--- src/rtl/oled_spi_rx.sv ---
`default_nettype none
// ============================================================================
//  Module   : oled_spi_rx
//  Purpose  : Receive side of a 4-wire write-only OLED SPI link. Oversamples
//             CSb/DCb/SDCLK/SDIN on CLK, deserialises MSB-first bytes,
//             decodes column/row window and write-RAM commands and emits
//             RGB565 framebuffer pixel writes.
//  Revision : 1.0  initial release
// ============================================================================
module oled_spi_rx #(
    parameter int WIDTH       = 128,
    parameter int HEIGHT      = 128,
    parameter int ADDR_W      = 14,
    parameter int SYNC_STAGES = 2
) (
    input  logic              CLK,
    input  logic              RSTb,
    input  logic              OLED_CSb,
    input  logic              OLED_DCb,
    input  logic              OLED_SDCLK,
    input  logic              OLED_SDIN,
    output logic              rx_valid,
    output logic              rx_dc,
    output logic [7:0]        rx_byte,
    output logic              pix_valid,
    output logic [ADDR_W-1:0] pix_addr,
    output logic [15:0]       pix_data,
    output logic              frame_done,
    output logic              abort_err
);

    // Four inputs travel side by side through the synchroniser chain:
    // bit 3 = CSb, bit 2 = DCb, bit 1 = SDCLK, bit 0 = SDIN.
    localparam int                c_sync_w  = 4 * SYNC_STAGES;
    localparam logic [7:0]        c_col_max = 8'(WIDTH - 1);
    localparam logic [7:0]        c_row_max = 8'(HEIGHT - 1);
    localparam logic [ADDR_W-1:0] c_width_a = ADDR_W'(WIDTH);

    localparam logic [7:0] c_cmd_col  = 8'h15;
    localparam logic [7:0] c_cmd_row  = 8'h75;
    localparam logic [7:0] c_cmd_wram = 8'h5C;

    typedef enum logic [2:0] {
        S_IDLE  = 3'd0,
        S_COL_S = 3'd1,
        S_COL_E = 3'd2,
        S_ROW_S = 3'd3,
        S_ROW_E = 3'd4,
        S_WRAM  = 3'd5
    } state_t;

    logic [c_sync_w-1:0] r_sync;
    logic [3:0]          w_spi;
    logic                w_csb;
    logic                w_dcb;
    logic                w_sck;
    logic                w_sdin;
    logic                r_sck_d;
    logic                w_sck_rise;

    logic [6:0]          r_shift;
    logic [2:0]          r_bitcnt;

    state_t              r_state;
    state_t              w_state_nxt;

    logic [7:0]          r_col_start;
    logic [7:0]          r_col_end;
    logic [7:0]          r_row_start;
    logic [7:0]          r_row_end;
    logic [7:0]          r_col;
    logic [7:0]          r_row;
    logic                r_pending;
    logic [7:0]          r_high;

    logic [7:0]          w_clamp_col;
    logic [7:0]          w_clamp_row;
    logic                w_is_cmd;
    logic                w_is_data;
    logic                w_pix_fire;
    logic [ADDR_W-1:0]   w_addr;

    assign w_spi      = r_sync[c_sync_w-1 -: 4];
    assign w_csb      = w_spi[3];
    assign w_dcb      = w_spi[2];
    assign w_sck      = w_spi[1];
    assign w_sdin     = w_spi[0];
    assign w_sck_rise = w_sck & ~r_sck_d;

    // Synchroniser chain; CSb and SDCLK reset to their idle-high levels
    always_ff @(posedge CLK or negedge RSTb) begin
        if (!RSTb) begin
            r_sync  <= {SYNC_STAGES{4'b1010}};
            r_sck_d <= 1'b1;
        end else begin
            r_sync  <= {r_sync[c_sync_w-5:0], OLED_CSb, OLED_DCb, OLED_SDCLK, OLED_SDIN};
            r_sck_d <= w_sck;
        end
    end

    // Deserialiser: shift on SDCLK rise, emit a byte every 8 bits, flag partial bytes
    always_ff @(posedge CLK or negedge RSTb) begin
        if (!RSTb) begin
            r_shift   <= '0;
            r_bitcnt  <= '0;
            rx_valid  <= 1'b0;
            rx_dc     <= 1'b0;
            rx_byte   <= '0;
            abort_err <= 1'b0;
        end else begin
            rx_valid  <= 1'b0;
            abort_err <= 1'b0;
            if (w_csb) begin
                r_bitcnt  <= '0;
                abort_err <= (r_bitcnt != 3'd0);
            end else if (w_sck_rise) begin
                r_shift <= {r_shift[5:0], w_sdin};
                if (r_bitcnt == 3'd7) begin
                    rx_valid <= 1'b1;
                    rx_byte  <= {r_shift, w_sdin};
                    rx_dc    <= w_dcb;
                    r_bitcnt <= '0;
                end else begin
                    r_bitcnt <= r_bitcnt + 3'd1;
                end
            end
        end
    end

    assign w_is_cmd    = rx_valid & ~rx_dc;
    assign w_is_data   = rx_valid & rx_dc;
    assign w_clamp_col = (rx_byte > c_col_max) ? c_col_max : rx_byte;
    assign w_clamp_row = (rx_byte > c_row_max) ? c_row_max : rx_byte;
    assign w_pix_fire  = w_is_data && (r_state == S_WRAM) && r_pending;
    assign w_addr      = ADDR_W'(r_row) * c_width_a + ADDR_W'(r_col);

    // Command state register
    always_ff @(posedge CLK or negedge RSTb) begin
        if (!RSTb) begin
            r_state <= S_IDLE;
        end else begin
            r_state <= w_state_nxt;
        end
    end

    // Command decode: opcodes pick the state, data bytes walk the window argument sequence
    always_comb begin
        w_state_nxt = r_state;
        if (w_is_cmd) begin
            case (rx_byte)
                c_cmd_col:  w_state_nxt = S_COL_S;
                c_cmd_row:  w_state_nxt = S_ROW_S;
                c_cmd_wram: w_state_nxt = S_WRAM;
                default:    w_state_nxt = S_IDLE;
            endcase
        end else if (w_is_data) begin
            case (r_state)
                S_COL_S: w_state_nxt = S_COL_E;
                S_COL_E: w_state_nxt = S_IDLE;
                S_ROW_S: w_state_nxt = S_ROW_E;
                S_ROW_E: w_state_nxt = S_IDLE;
                default: w_state_nxt = r_state;
            endcase
        end
    end

    // Window registers, pixel assembly and write-pointer advance
    always_ff @(posedge CLK or negedge RSTb) begin
        if (!RSTb) begin
            r_col_start <= '0;
            r_col_end   <= c_col_max;
            r_row_start <= '0;
            r_row_end   <= c_row_max;
            r_col       <= '0;
            r_row       <= '0;
            r_pending   <= 1'b0;
            r_high      <= '0;
            pix_valid   <= 1'b0;
            pix_addr    <= '0;
            pix_data    <= '0;
            frame_done  <= 1'b0;
        end else begin
            pix_valid  <= 1'b0;
            frame_done <= 1'b0;
            if (w_is_cmd) begin
                r_pending <= 1'b0;
            end else if (w_is_data) begin
                case (r_state)
                    S_COL_S: r_col_start <= w_clamp_col;
                    S_COL_E: begin
                        // An inverted window collapses to a single column
                        r_col_end <= (w_clamp_col < r_col_start) ? r_col_start : w_clamp_col;
                        r_col     <= r_col_start;
                    end
                    S_ROW_S: r_row_start <= w_clamp_row;
                    S_ROW_E: begin
                        r_row_end <= (w_clamp_row < r_row_start) ? r_row_start : w_clamp_row;
                        r_row     <= r_row_start;
                    end
                    S_WRAM: begin
                        if (!r_pending) begin
                            r_high    <= rx_byte;
                            r_pending <= 1'b1;
                        end else begin
                            r_pending <= 1'b0;
                        end
                    end
                    default: ;
                endcase
            end

            if (w_pix_fire) begin
                pix_valid <= 1'b1;
                pix_data  <= {r_high, rx_byte};
                pix_addr  <= w_addr;
                if (r_col == r_col_end) begin
                    r_col <= r_col_start;
                    if (r_row == r_row_end) begin
                        r_row      <= r_row_start;
                        frame_done <= 1'b1;
                    end else begin
                        r_row <= r_row + 8'd1;
                    end
                end else begin
                    r_col <= r_col + 8'd1;
                end
            end
        end
    end

endmodule
`default_nettype wire

--- config.mk ---
export PLATFORM = sky130hd
export DESIGN_NAME = oled_spi_rx
export DESIGN_NICKNAME = d
export VERILOG_FILES = /design/src/rtl/oled_spi_rx.sv
export SDC_FILE = /design/constraint.sdc
export NUM_CORES = 1
export LEC_CHECK = 0
export CELL_PAD_IN_SITES_DETAIL_PLACEMENT = 1
export CELL_PAD_IN_SITES_GLOBAL_PLACEMENT = 2
export CORE_MARGIN = 8
export CORE_UTILIZATION = 41
export CTS_CLUSTER_DIAMETER = 80
export CTS_CLUSTER_SIZE = 12
export DETAILED_ROUTE_END_ITERATION = 6
export GPL_TIMING_DRIVEN = 1
export HOLD_SLACK_MARGIN = 0.05
export PLACE_DENSITY = 0.93
export SYNTH_ARGS = -nofsm -noshare
export SYNTH_HDL_FRONTEND = slang
export SYNTH_SLANG_ARGS = --single-unit
--- constraint.sdc ---
create_clock -name CLK -period 3.5 [get_ports CLK]
set_input_delay 0.7 -clock CLK [delete_from_list [all_inputs] [get_ports CLK]]
set_output_delay 0.7 -clock CLK [all_outputs]
set_load 0.02 [all_outputs]
==> metrics.txt <==
# port buffers 48; area grow syn2layout 22.1%; setup_tns 0 ps; WL/cell 22.1 um; Die X 137 um; Clock Sinks 122; CTS tree yes; cts hold-fix bufs 0; Pre-Repair DR Iteration Count 5; total congestion overflow 0; asr flop ratio synth 100%; warning count from the yosys run 0; sequential power share 43.4%; pre-CTS WS 688 ps; Ports 49; post-route ant nets 0; clk root buf clkbuf_16; max_cap viols 0; Primary FF master, synth dfrtp_1; most common cell after layout, fill and taps aside dfrtp_1; Crit. End Element flop; hold slack 313 ps; register with the highest flop count pix_data; first-pass GRT wire length 29.1 mm; Final Hold Vio Count 0; Crit path depth 7; status finished, final reports clean; Clk pwr share 53.1%; Critical Path RT 3800 ps; worst path buffer plus inverter count 1; switching part of the total 23.0%; share of cells above drive strength 1 18.9%; Synth Register Bits 122; Core ar. 0.0144 sq mm; final net count 643; CTS Buffer Depth 2; area leader, netlist dfrtp_1; vias in the first global route 5281; PostCTS Resize Cnt 0; Starting Density 41.5%; Die ar. 0.0187 sq mm; setup ws final 430 ps; CP Data Arrival Time 3370 ps; largest net degree at the start of global routing 77; Unique masters post-synth 56; Clock Latency Late Sink 410 ps; RSZ-0062 raised after global routing no; CP top delay family compound AO/OA/AOI/OAI gates; most frequent cells in the layout 103 x dfrtp_1, 60 x nand2_1, 47 x clkdlybuf4s50_1, 42 x mux2_2, 37 x inv_1; final setup violation count 0; diode count 0; post-CTS setup buffer count 0; # fillers 1514; max incr delay on CP 830 ps; Post-Route Skew 8.46 ps; fin crit share 87.7%; Post-Route WL 18.0 mm; Setup crit start kind flop; Post-synth EDFFs 0; Avg Inst Size Synth 10.7 sq um; Syn Inst Count 559; worst-path maximum fanout 14; leakage 0.00342 uW; Clock H-tree levels 4; max frequency 326 MHz; sequential element share of the synthesized area 51.6%; initial antenna violation count 0; top cells by area, synth dfrtp_1 43%, dfstp_2 8.4%, mux2_2 7.9%; Reg clk slew, reported paths 60 ps; Hold Path Class input port to asynchronous set/reset pin; GRT Util Overall 20.2%; Num CTS Buffers 17; Vias 4723; Slew HR 34.2%; sw power 791 uW; CP Class flop to flop; DR iter-0 viols 236; DP HPWL 11.9 mm; max-slew violation count 0; Core Rows 44; vias per cell 5.81; synthesized area 0.00597 sq mm; Largest register FFs 16; Die Y 137 um; CP max-delay cell a211oi_1; Final min period 3070 ps; Routability Congestion 0.851; Synth top area share 43.2%; Pint 2650 uW; Top Registers pix_data (16), pix_addr (14); PwrDens 472 mW/mm^2; Peak supply drop 0.296 mV; # DRC 0; Logic pwr share 3.5%; Slew @ Worst Pin 982 ps; cell count of the worst reg-to-reg path 7; CP cell instances nor2_1, inv_1, ha_1, a21o_1, a211oi_1, o22ai_1, o31ai_1
==> worst paths after layout <==
path | start | to | slack (ps)
setup / recovery | rx_byte[7] | r_row_end[2] | 430
hold / removal | RSTb | r_col[7] | 310
setup reg to reg | rx_byte[7] | r_row_end[2] | 430
hold reg to reg | r_sync[2] | r_sync[6] | 360
max in group asynchronous | RSTb | r_sync[3] | 2350
min in group CLK | r_sync[2] | r_sync[6] | 360
==> synthesized netlist by cell type (4+ instances only) <==
master / count
nor3_1: 5
nor2_1: 33
dfstp_2: 19
nand2_1: 60
o21ai_0: 23
and3_1: 9
a211o_1: 4
nand3_1: 7
nand4_1: 10
inv_1: 37
mux2i_1: 6
o22ai_1: 15
a211oi_1: 16
dfrtp_1: 103
ha_1: 21
o31ai_1: 19
a21oi_1: 20
xnor2_1: 23
buf_2: 7
a21o_1: 10
a221oi_1: 4
a22oi_1: 5
mux2_2: 42
clkbuf_1: 15
==> layer usage <==
metal  vias to the layer above  wire, um  GRT usage, %
met1                      2433      7440          23.6
met3                        42       823          4.85
met4                         0       527          9.09
met2                       134      9190          34.6
met5                         -         0             0
li1                       2114         -             -
==> area by class of cell <==
class,instances,area (sq um),area share [%]
well taps,184,230,3.16
flip-flops and latches,122,3080,42.2
clock inverters,13,169,2.32
clock buffers,19,443,6.08
inverters,37,139,1.91
multi-input cells,375,2630,36.0
repair buffers,63,603,8.28
==> through the flow <==
step                      cells  power [uW]  area [sq um]  utilization [%]
after CTS                   813        3460          7290             50.7
after floorplan             560        1560          5970                -
after global routing        813        3530          7290             50.7
final                       813        3440          7290             50.7
after global placement      781        1610          6670             46.4
after detailed placement    781        1630          6670             46.4
==> power groups by stage <==
stage          clock network (uW)  logic [uW]  registers (uW)
3_5_place_dp                    0         118            1510
2_1_floorplan                   0        61.6            1500
5_1_grt                      1900         135            1500
3_3_place_gp                    0         108            1500
4_1_cts                      1850         123            1490
6_report                     1830         121            1490
==> cells by family after synthesis <==
family | count (synthesis) | synth area share, %
buffers and inverters | 63 | 4.49
AO/OA/AOI/OAI | 135 | 15.4
adder cells (fa/ha/maj) | 21 | 4.40
XOR/XNOR | 23 | 3.38
AND/OR/NAND/NOR | 146 | 11.8
other | 1 | 0.0629
multiplexers | 48 | 8.93
flip-flops | 122 | 51.6
(Power assumes the default switching activity.)
